--- src/rtl/vc_arb_pkg.sv ---
// vc_arb_pkg: shared state encoding and index-width helper for the round-robin message arbiter
//  No ports; imported by vc_rr_priority_pick and vc_rr_msg_arbiter.
package vc_arb_pkg;
  typedef enum logic {IDLE, LOCKED} arb_state_e;
  function automatic int idx_w(input int n);
    return n > 1 ? $clog2(n) : 1;
  endfunction
endpackage

--- src/rtl/vc_rr_priority_pick.sv ---
// vc_rr_priority_pick: rotating priority pick, first set req bit at or after ptr
//  req     in   p_nreqs  request vector
//  ptr     in   IW       highest-priority index
//  grant   out  IW       index of the winning request
//  any_req out  1        at least one request is set
module vc_rr_priority_pick
  import vc_arb_pkg::*;
#(
  parameter int p_nreqs = 4,
  localparam int IW = idx_w(p_nreqs)
) (
  input  logic [p_nreqs-1:0] req,
  input  logic [IW-1:0]      ptr,
  output logic [IW-1:0]      grant,
  output logic               any_req
);
  localparam logic [IW:0] N = (IW+1)'(p_nreqs);
  logic [p_nreqs-1:0] rot;
  logic [IW-1:0]      first;
  logic [IW:0]        sum;
  always_comb begin
    rot = p_nreqs'({req, req} >> ptr);
    first = '0;
    for (int i = p_nreqs - 1; i >= 0; i--) if (rot[i]) first = IW'(i);
    sum = {1'b0, first} + {1'b0, ptr};
    grant = sum >= N ? IW'(sum - N) : IW'(sum);
    any_req = |req;
  end
endmodule

--- src/rtl/vc_rr_msg_arbiter.sv ---
// vc_rr_msg_arbiter: round-robin val/rdy channel arbiter with grant hold on stall and burst limit
//  clk, reset (async, active-low)
//  in_val/in_rdy/in_msg  per-requester channel, requester i at in_msg[i*W +: W]
//  out_val/out_rdy/out_msg shared output channel, out_src = granted requester index
module vc_rr_msg_arbiter
  import vc_arb_pkg::*;
#(
  parameter int p_nreqs = 4,
  parameter int p_msg_nbits = 32,
  parameter int p_max_burst = 4,
  localparam int IW = idx_w(p_nreqs)
) (
  input  logic                           clk,
  input  logic                           reset,
  input  logic [p_nreqs-1:0]             in_val,
  output logic [p_nreqs-1:0]             in_rdy,
  input  logic [p_nreqs*p_msg_nbits-1:0] in_msg,
  output logic                           out_val,
  input  logic                           out_rdy,
  output logic [p_msg_nbits-1:0]         out_msg,
  output logic [IW-1:0]                  out_src
);
  localparam int BW = idx_w(p_max_burst + 1);
  arb_state_e     state_q, state_d;
  logic [IW-1:0]  ptr_q, last_q, lock_q, pick_idx, winner, nxt_ptr;
  logic [BW-1:0]  cnt_q, nxt_cnt;
  logic           any_req, xfer, hit;
  vc_rr_priority_pick #(.p_nreqs(p_nreqs)) u_pick (
    .req(in_val),
    .ptr(ptr_q),
    .grant(pick_idx),
    .any_req(any_req)
  );
  // Outputs are gated by reset so nothing is offered while reset is held.
  always_comb begin
    winner = state_q == LOCKED ? lock_q : pick_idx;
    out_val = reset && (state_q == LOCKED ? in_val[lock_q] : any_req);
    out_src = reset ? winner : '0;
    out_msg = out_val ? in_msg[winner*p_msg_nbits +: p_msg_nbits] : 'x;
    in_rdy = '0;
    in_rdy[winner] = reset && out_rdy;
    xfer = out_val && out_rdy;
    nxt_cnt = winner == last_q ? cnt_q + BW'(1) : BW'(1);
    hit = nxt_cnt == BW'(p_max_burst);
    nxt_ptr = winner == IW'(p_nreqs - 1) ? '0 : winner + IW'(1);
    // A dropped in_val while locked releases the lock (protocol violation, asserted below).
    state_d = state_q == IDLE ? (any_req && !out_rdy ? LOCKED : IDLE)
                              : (in_val[lock_q] && !out_rdy ? LOCKED : IDLE);
  end
  always_ff @(posedge clk or negedge reset) begin
    if (!reset) begin
      state_q <= IDLE;
      ptr_q <= '0;
      cnt_q <= '0;
      last_q <= '0;
      lock_q <= '0;
    end else begin
      state_q <= state_d;
      if (state_q == IDLE) lock_q <= pick_idx;
      if (xfer) begin
        last_q <= winner;
        cnt_q <= hit ? '0 : nxt_cnt;
        ptr_q <= hit ? nxt_ptr : winner;
      end
    end
  end
  a_no_x: assert property (@(posedge clk) disable iff (!reset)
    !$isunknown({in_val, out_rdy, in_rdy, out_val}));
  a_rdy_onehot: assert property (@(posedge clk) disable iff (!reset) $onehot0(in_rdy));
  a_lock_held: assert property (@(posedge clk) disable iff (!reset)
    state_q == LOCKED |-> in_val[lock_q]);
endmodule

--- config.mk ---
export PLATFORM = sky130hd
export DESIGN_NAME = vc_rr_msg_arbiter
export DESIGN_NICKNAME = d
export VERILOG_FILES = /design/src/rtl/vc_arb_pkg.sv /design/src/rtl/vc_rr_priority_pick.sv /design/src/rtl/vc_rr_msg_arbiter.sv
export SDC_FILE = /design/constraint.sdc
export NUM_CORES = 1
export LEC_CHECK = 0
export ABC_AREA = 1
export BUFFER_PORTS_ARGS = -buffer_cell sky130_fd_sc_hd__buf_2
export CORE_UTILIZATION = 37
export DETAILED_ROUTE_END_ITERATION = 10
export GPL_TIMING_DRIVEN = 0
export PLACE_DENSITY = 0.83
export SETUP_SLACK_MARGIN = 0.2
export SLEW_MARGIN = 20
export SYNTH_ARGS = -nofsm -noshare
export SYNTH_HDL_FRONTEND = slang
export SYNTH_HIERARCHICAL = 1
export SYNTH_SLANG_ARGS = --single-unit
--- constraint.sdc ---
create_clock -name clk -period 3.16 [get_ports clk]
set_input_delay 0 -clock clk [delete_from_list [all_inputs] [get_ports clk]]
set_output_delay 0 -clock clk [all_outputs]
set_load 0.02 [all_outputs]
=== After elaboration in Yosys (flattened, before gate mapping) ===
Cells that the tools add are included.

* Add/subtract/negate cells: 4
* Multipliers: 0
* Div/mod/pow operators: 0
* Magnitude comparators: 4
* Equal/unequal tests: 3
* Shift-type cells: 2
* Muxes and demuxes: 20
* Bitwise logic cells: 1
* Reduce and logical (&&, ||, !) cells: 8

{| class="wikitable"
|+ Operator list
! cell !! number
|-
| 128-bit by 8-bit indexed part select with 32-bit output || 1
|-
| 32-bit 2-to-1 mux || 1
|-
| 2-bit 2-to-1 mux || 9
|-
| 8-bit by 2-bit right shift with 4-bit output || 1
|-
| 1-bit logical AND || 6
|-
| 2-bit by 3-bit < comparator with 1-bit output (second input constant) || 2
|-
| 1-bit 2-to-1 mux || 6
|-
| 3-bit 2-to-1 mux || 2
|-
| 4-bit bitwise AND || 1
|-
| 4-bit OR reduction || 1
|-
| 2-bit by 2-bit adder with 3-bit output || 1
|-
| 3-bit by 1-bit adder with 3-bit output (second input constant) || 1
|-
| 3-bit == test (second input constant) || 1
|-
| 3-bit greater-or-equal comparator (second input constant) || 1
|-
| 2-bit by 1-bit adder with 2-bit output (second input constant) || 1
|-
| 1-bit binary-select mux with 2-bit select || 1
|-
| 1-bit demux with 2-bit select || 1
|-
| 2-bit == test || 1
|-
| 2-bit == test (second input constant) || 1
|-
| 2-bit by 1-bit greater-or-equal comparator with 1-bit output (second input constant) || 1
|-
| 2-bit by 1-bit subtractor with 2-bit output (second input constant) || 1
|-
| 1-bit logical NOT || 1
|}

* Register bits after elaboration: 10
* Latch bits: 0
* Memory bits (writable): 0
* ROM bits: 0
* Input port bits: 135
* Output and inout bits: 39
* Word-level logic and storage cells: 47
* Memories kept: 0

=== Logic depth before layout (Yosys ltp) ===
* Depth after elaboration: 14
* Depth in mapped cells: 22

=== Cells and area by module ===
Netlist, hierarchy kept.

{| class="wikitable"
|+ By module, submodules not included
! module !! instances !! cells an instance !! area an instance (µm²) !! sequential area each (µm²)
|-
| vc_rr_msg_arbiter || 1 || 281 || 1560.2 || 250.2
|-
| vc_rr_priority_pick || 1 || 35 || 167.7 || 0.0
|}

=== Worst setup path after synthesis ===
Ideal clock, no wire load.

* Path kind: reg2reg
* Start: reg ptr_q[0]
* End: reg ptr_q[1]
* Library setup time: 117 ps
* Arrival time: 2251 ps
* Setup slack: 792 ps
* Stages on the path, launching flop included: 21
* Buffers on the path: 1
* Clock period less this slack: 2368 ps
* Cell sequence: dfrtp_1 -> inv_2 -> nand2_1 -> nand3_1 -> nand2_1 -> nand3_1 -> a21boi_1 -> ha_1 -> xor2_1 -> inv_1 -> nand3_1 -> nand2_1 -> inv_1 -> nand2_2 -> nand2_2 -> buf_2 -> ha_1 -> inv_1 -> nand3_1 -> nand3_1 -> nand2_1

* Cells in the longest elaborated chain, start to end: 13

{| class="wikitable"
|+ RTL lines
! what !! RTL line !! source
|-
| from (decl) || vc_rr_msg_arbiter.sv:25 || <nowiki>logic [IW-1:0] ptr_q, last_q, lock_q, pick_idx, winner, nxt_ptr;</nowiki>
|-
| from (signal assigned) || vc_rr_msg_arbiter.sv:63 || <nowiki>ptr_q <= hit ? nxt_ptr : winner;</nowiki>
|-
| 8-bit by 2-bit right shift with 4-bit output || vc_rr_priority_pick.sv:22 || <nowiki>rot = p_nreqs'({req, req} >> ptr);</nowiki>
|-
| 2-bit 2-to-1 mux (4 in series) || vc_rr_priority_pick.sv:24 || <nowiki>for (int i = p_nreqs - 1; i >= 0; i--) if (rot[i]) first = IW'(i);</nowiki>
|-
| 2-bit by 2-bit adder with 3-bit output * || vc_rr_priority_pick.sv:25 || <nowiki>sum = {1'b0, first} + {1'b0, ptr};</nowiki>
|-
| 3-bit greater-or-equal comparator / 2-bit by 1-bit subtractor with 2-bit output (equally long branches) || vc_rr_priority_pick.sv:26 || <nowiki>grant = sum >= N ? IW'(sum - N) : IW'(sum);</nowiki>
|-
| 2-bit 2-to-1 mux * || vc_rr_priority_pick.sv:26 ||
|-
| named net pick_idx[1] || vc_rr_msg_arbiter.sv:25 ||
|-
| 2-bit 2-to-1 mux * || vc_rr_msg_arbiter.sv:36 || <nowiki>winner = state_q == LOCKED ? lock_q : pick_idx;</nowiki>
|-
| 2-bit == test || vc_rr_msg_arbiter.sv:43 || <nowiki>nxt_cnt = winner == last_q ? cnt_q + BW'(1) : BW'(1);</nowiki>
|-
| 3-bit 2-to-1 mux || vc_rr_msg_arbiter.sv:43 ||
|-
| 3-bit == test || vc_rr_msg_arbiter.sv:44 || <nowiki>hit = nxt_cnt == BW'(p_max_burst);</nowiki>
|-
| 2-bit 2-to-1 mux * || vc_rr_msg_arbiter.sv:63 ||
|}

Mark *: on every way through the listed nets, which the timed path passes. The rest lies on a longest branch.
A chain may end at the register's enable or synchronous reset.

=== Worst setup path in the final report ===
* Start: reg ptr_q[0]
* End: out out_msg[24]

* Cells in the longest elaborated chain, start to end: 11

{| class="wikitable"
|+ RTL lines
! what !! RTL line !! source
|-
| 8-bit by 2-bit right shift with 4-bit output || vc_rr_priority_pick.sv:22 ||
|-
| 2-bit 2-to-1 mux (4 in series) || vc_rr_priority_pick.sv:24 ||
|-
| 2-bit by 2-bit adder with 3-bit output * || vc_rr_priority_pick.sv:25 ||
|-
| 3-bit greater-or-equal comparator / 2-bit by 1-bit subtractor with 2-bit output (equally long branches) || vc_rr_priority_pick.sv:26 ||
|-
| 2-bit 2-to-1 mux * || vc_rr_priority_pick.sv:26 ||
|-
| named net pick_idx[1] || vc_rr_msg_arbiter.sv:25 ||
|-
| 2-bit 2-to-1 mux * || vc_rr_msg_arbiter.sv:36 ||
|-
| named net winner[1] || vc_rr_msg_arbiter.sv:25 ||
|-
| 128-bit by 8-bit indexed part select with 32-bit output * || vc_rr_msg_arbiter.sv:39 || <nowiki>out_msg = out_val ? in_msg[winner*p_msg_nbits +: p_msg_nbits] : 'x;</nowiki>
|-
| 32-bit 2-to-1 mux * || vc_rr_msg_arbiter.sv:39 ||
|-
| to (decl) || vc_rr_msg_arbiter.sv:20 || <nowiki>output logic [p_msg_nbits-1:0] out_msg,</nowiki>
|}

Mark *: on every way through the listed nets, which the timed path passes. The rest lies on a longest branch. The select of a mux whose other input is x is not followed.

==> impl_metrics.ini <==
[finish]
drive_gt1_share_pct = 42.2
area_growth_pct = 60.1
num_antenna_cells = 0
n_fill_cell = 432
nets = 638
multi_input_area_sq_um = 1290
seqCellArea_sq_um = 253
stdcell_area_sq_um = 2770

[place]
placed_area_sq_um = 2660
dp_hpwl_um = 5930
portBuffers = 173
gp_congestion = 0.955

[timing]
worst_hold_slack_ns = 0.179
max_freq_mhz = 359
fin_worst_skew_ns = 0.00128
finalCritPeriodShare_pct = 88.2
max_slew_margin_pct = 74.0
fin_tns_setup_ns = 0
tightest_slew_ns = 0.390
hold_viol = 0
report.final.slew_viol_count = 0
rsz0062_at_grt = true
fin_crit_ns = 2.79
setup_viol = 0

[synthesis]
syn_area_sq_um = 1730
yosysTopAreaCell = o21ai_0
ys_types = 23
synth_sequential_area_ratio_pct = 14.5
syn_area_per_cell_sq_um = 5.47
synth_top_area_share_pct = 17.7
ys_ff_latch = 10
ys_top_cells_by_area = o21ai_0 18%, nor2_1 17%, dfrtp_1 14%
synth-warning-count = 6
postSynthCellCount = 316
syn_nets = 457

[worst_hold_path]
min_path_type = in -> async

[grt]
grt_max_degree = 13
grt_util_all_layers_pct = 28.8
grt_overflow = 0
antenna_found_initial = 0
grt_pass1_vias = 2634
grt_first_pass_wirelength_um = 11700

[clock_network]
clk_latency_ns = 0.24
cts_tree = built
cts-buffers-inserted = 3
clock-sinks = 10
clk_path_buf_depth = 2
clkSlewWorstSetupHoldPaths_ns = 0.05
cts_root_buf = clkbuf_8
htreeDepth = 1

[critical_path]
critical_path_class = reg -> out
cp.arrival_ns = 2.79
crit_path_max_fanout = 12
r2r-start = ptr_q[1]
start_kind = flop
r2r_setup_slack_ns = 0.55
crit_required_ns = 3.16
critPathCaptureType = output pin
cp-startpoint = ptr_q[0]

[routing]
drc = 0
wl_per_cell_um = 13.7
wirelength_um = 7510
ant_nets = 0
drtIter0Drc = 237
dr.pass1.iters = 4
vias_per_cell = 5.25
vias = 2874

[floorplanning]
io_pins = 174
die_w_um = 70.3
die_h_um = 70.3
rows = 24
initial_core_util_pct = 39.1
die_area_sq_um = 4950
core_sq_um = 4410

[power_and_ir_drop]
powerDensity_nw_per_um2 = 1510
p_leak_nw = 1.55
peakVddDrop_mv = 1.01

[status]
status = completed

[job]
max_cap_viol_count = 0
==> cell usage after synthesis <==
library cell  instances
dfrtp_1              10
inv_2                 5
clkbuf_1              6
nor2_2                1
a21boi_1              1
o21ai_0              61
o211ai_1              1
nor2_4                1
o22ai_1              32
nor2_1               77
inv_1                17
or2_2                 1
nand2_2               5
nand3_1              21
nand4_1               1
o21ai_1               7
buf_4                 5
xor2_1                2
buf_2                 8
nand2_1              46
or4_1                 1
buf_6                 1
ha_1                  6
==> per-layer routing <==
metal	wire length, um	GRT usage, %	part of all wire (%)	vias up
met4	251	10.0	3.3	0
li1	-	-	-	1431
met5	0	0	0	-
met3	574	6.64	7.6	31
met2	3700	49.1	49	136
met1	2980	35.1	40	1276
==> metrics by stage <==
step | util, % | cells | setup WS, ns | power, mW
after floorplan | - | 316 | 0.792 | 2.79
after global placement | 60.2 | 541 | 0.439 | 3.82
after detailed placement | 60.2 | 541 | 0.388 | 3.88
after CTS | 61.7 | 546 | 0.220 | 4.04
after global routing | 62.7 | 547 | 0.165 | 4.55
final | 62.7 | 547 | 0.372 | 4.19
==> cell type report <==
cell class              instances  share of cell area [%]
well taps                      52                    2.35
flip-flops and latches         10                    9.14
clock buffers                   3                    1.49
multi-input cells             264                    46.7
plain buffers                  20                    4.52
inverters                      22                    3.08
repair buffers                176                    32.7
==> cell usage in the layout, fill, tap and decap left out, drive strengths merged <==
cell type and count:
buf 188, nor2 79, o21ai 68, nand2 51, o22ai 32, inv 22, nand3 21, dfrtp 10
clkbuf 9, ha 6, xor2 2, dlygate4sd3 2, o211ai 1, or2 1, nand4 1, a21boi 1
or4 1
==> worst max-delay path, stage by stage, from the launching register on <==
cell and delay [ns]:
dfrtp_2 0.44, buf_4 0.15, nand2_1 0.08, nand3_1 0.10, nand3_1 0.10, a21boi_1 0.07, ha_1 0.18, xor2_1 0.15
inv_1 0.06, nand3_1 0.07, nand2_1 0.11, inv_1 0.06, nand2_2 0.09, nand2_4 0.10, inv_4 0.11, buf_6 0.14
o21ai_0 0.09, o22ai_1 0.25, buf_4 0.19
==> worst paths after layout <==
kind,endpoint,cells past startpoint
min,ptr_q[1],2
max,out_msg[24],18
max reg2reg,ptr_q[1],19
min reg2reg,cnt_q[1],2
max in group asynchronous,ptr_q[0],2
min in group clk,state_q,5
==> sequential cells by signal (all words and copies together), names as in the netlist <==
| signal | cells |
|---|---|
| ptr_q | 2 |
| cnt_q | 3 |
| last_q | 2 |
| lock_q | 2 |
| state_q | 1 |
==> cell families after synthesis <==
logic type | Yosys count | synth area share, %
and+or+nand+nor | 154 | 36.8
AOI/OAI and AO/OA | 102 | 32.2
buffers and inverters | 42 | 11.2
DFF | 10 | 14.5
adders and majority gates | 6 | 4.34
xor gates and xnor gates | 2 | 1.01
==> power breakdown <==
| group | switching [mW] | internal, mW |
|---|---|---|
| Combinational | 2.49 | 1.31 |
| Sequential | 0.0636 | 0.186 |
| Clock | 0.0499 | 0.0834 |
| Total | 2.61 | 1.58 |
==> timing repair <==
action | CTS | global route
buffers inserted | 0 | 1
hold buffers | 2 | 0
pin swaps | 0 | 1
setup endpoints to repair | 7 | 35
endpoints found under the hold margin | 11 | 0
resized for setup | 2 | 17
No activity file was read; power rests on OpenSTA's default activity.
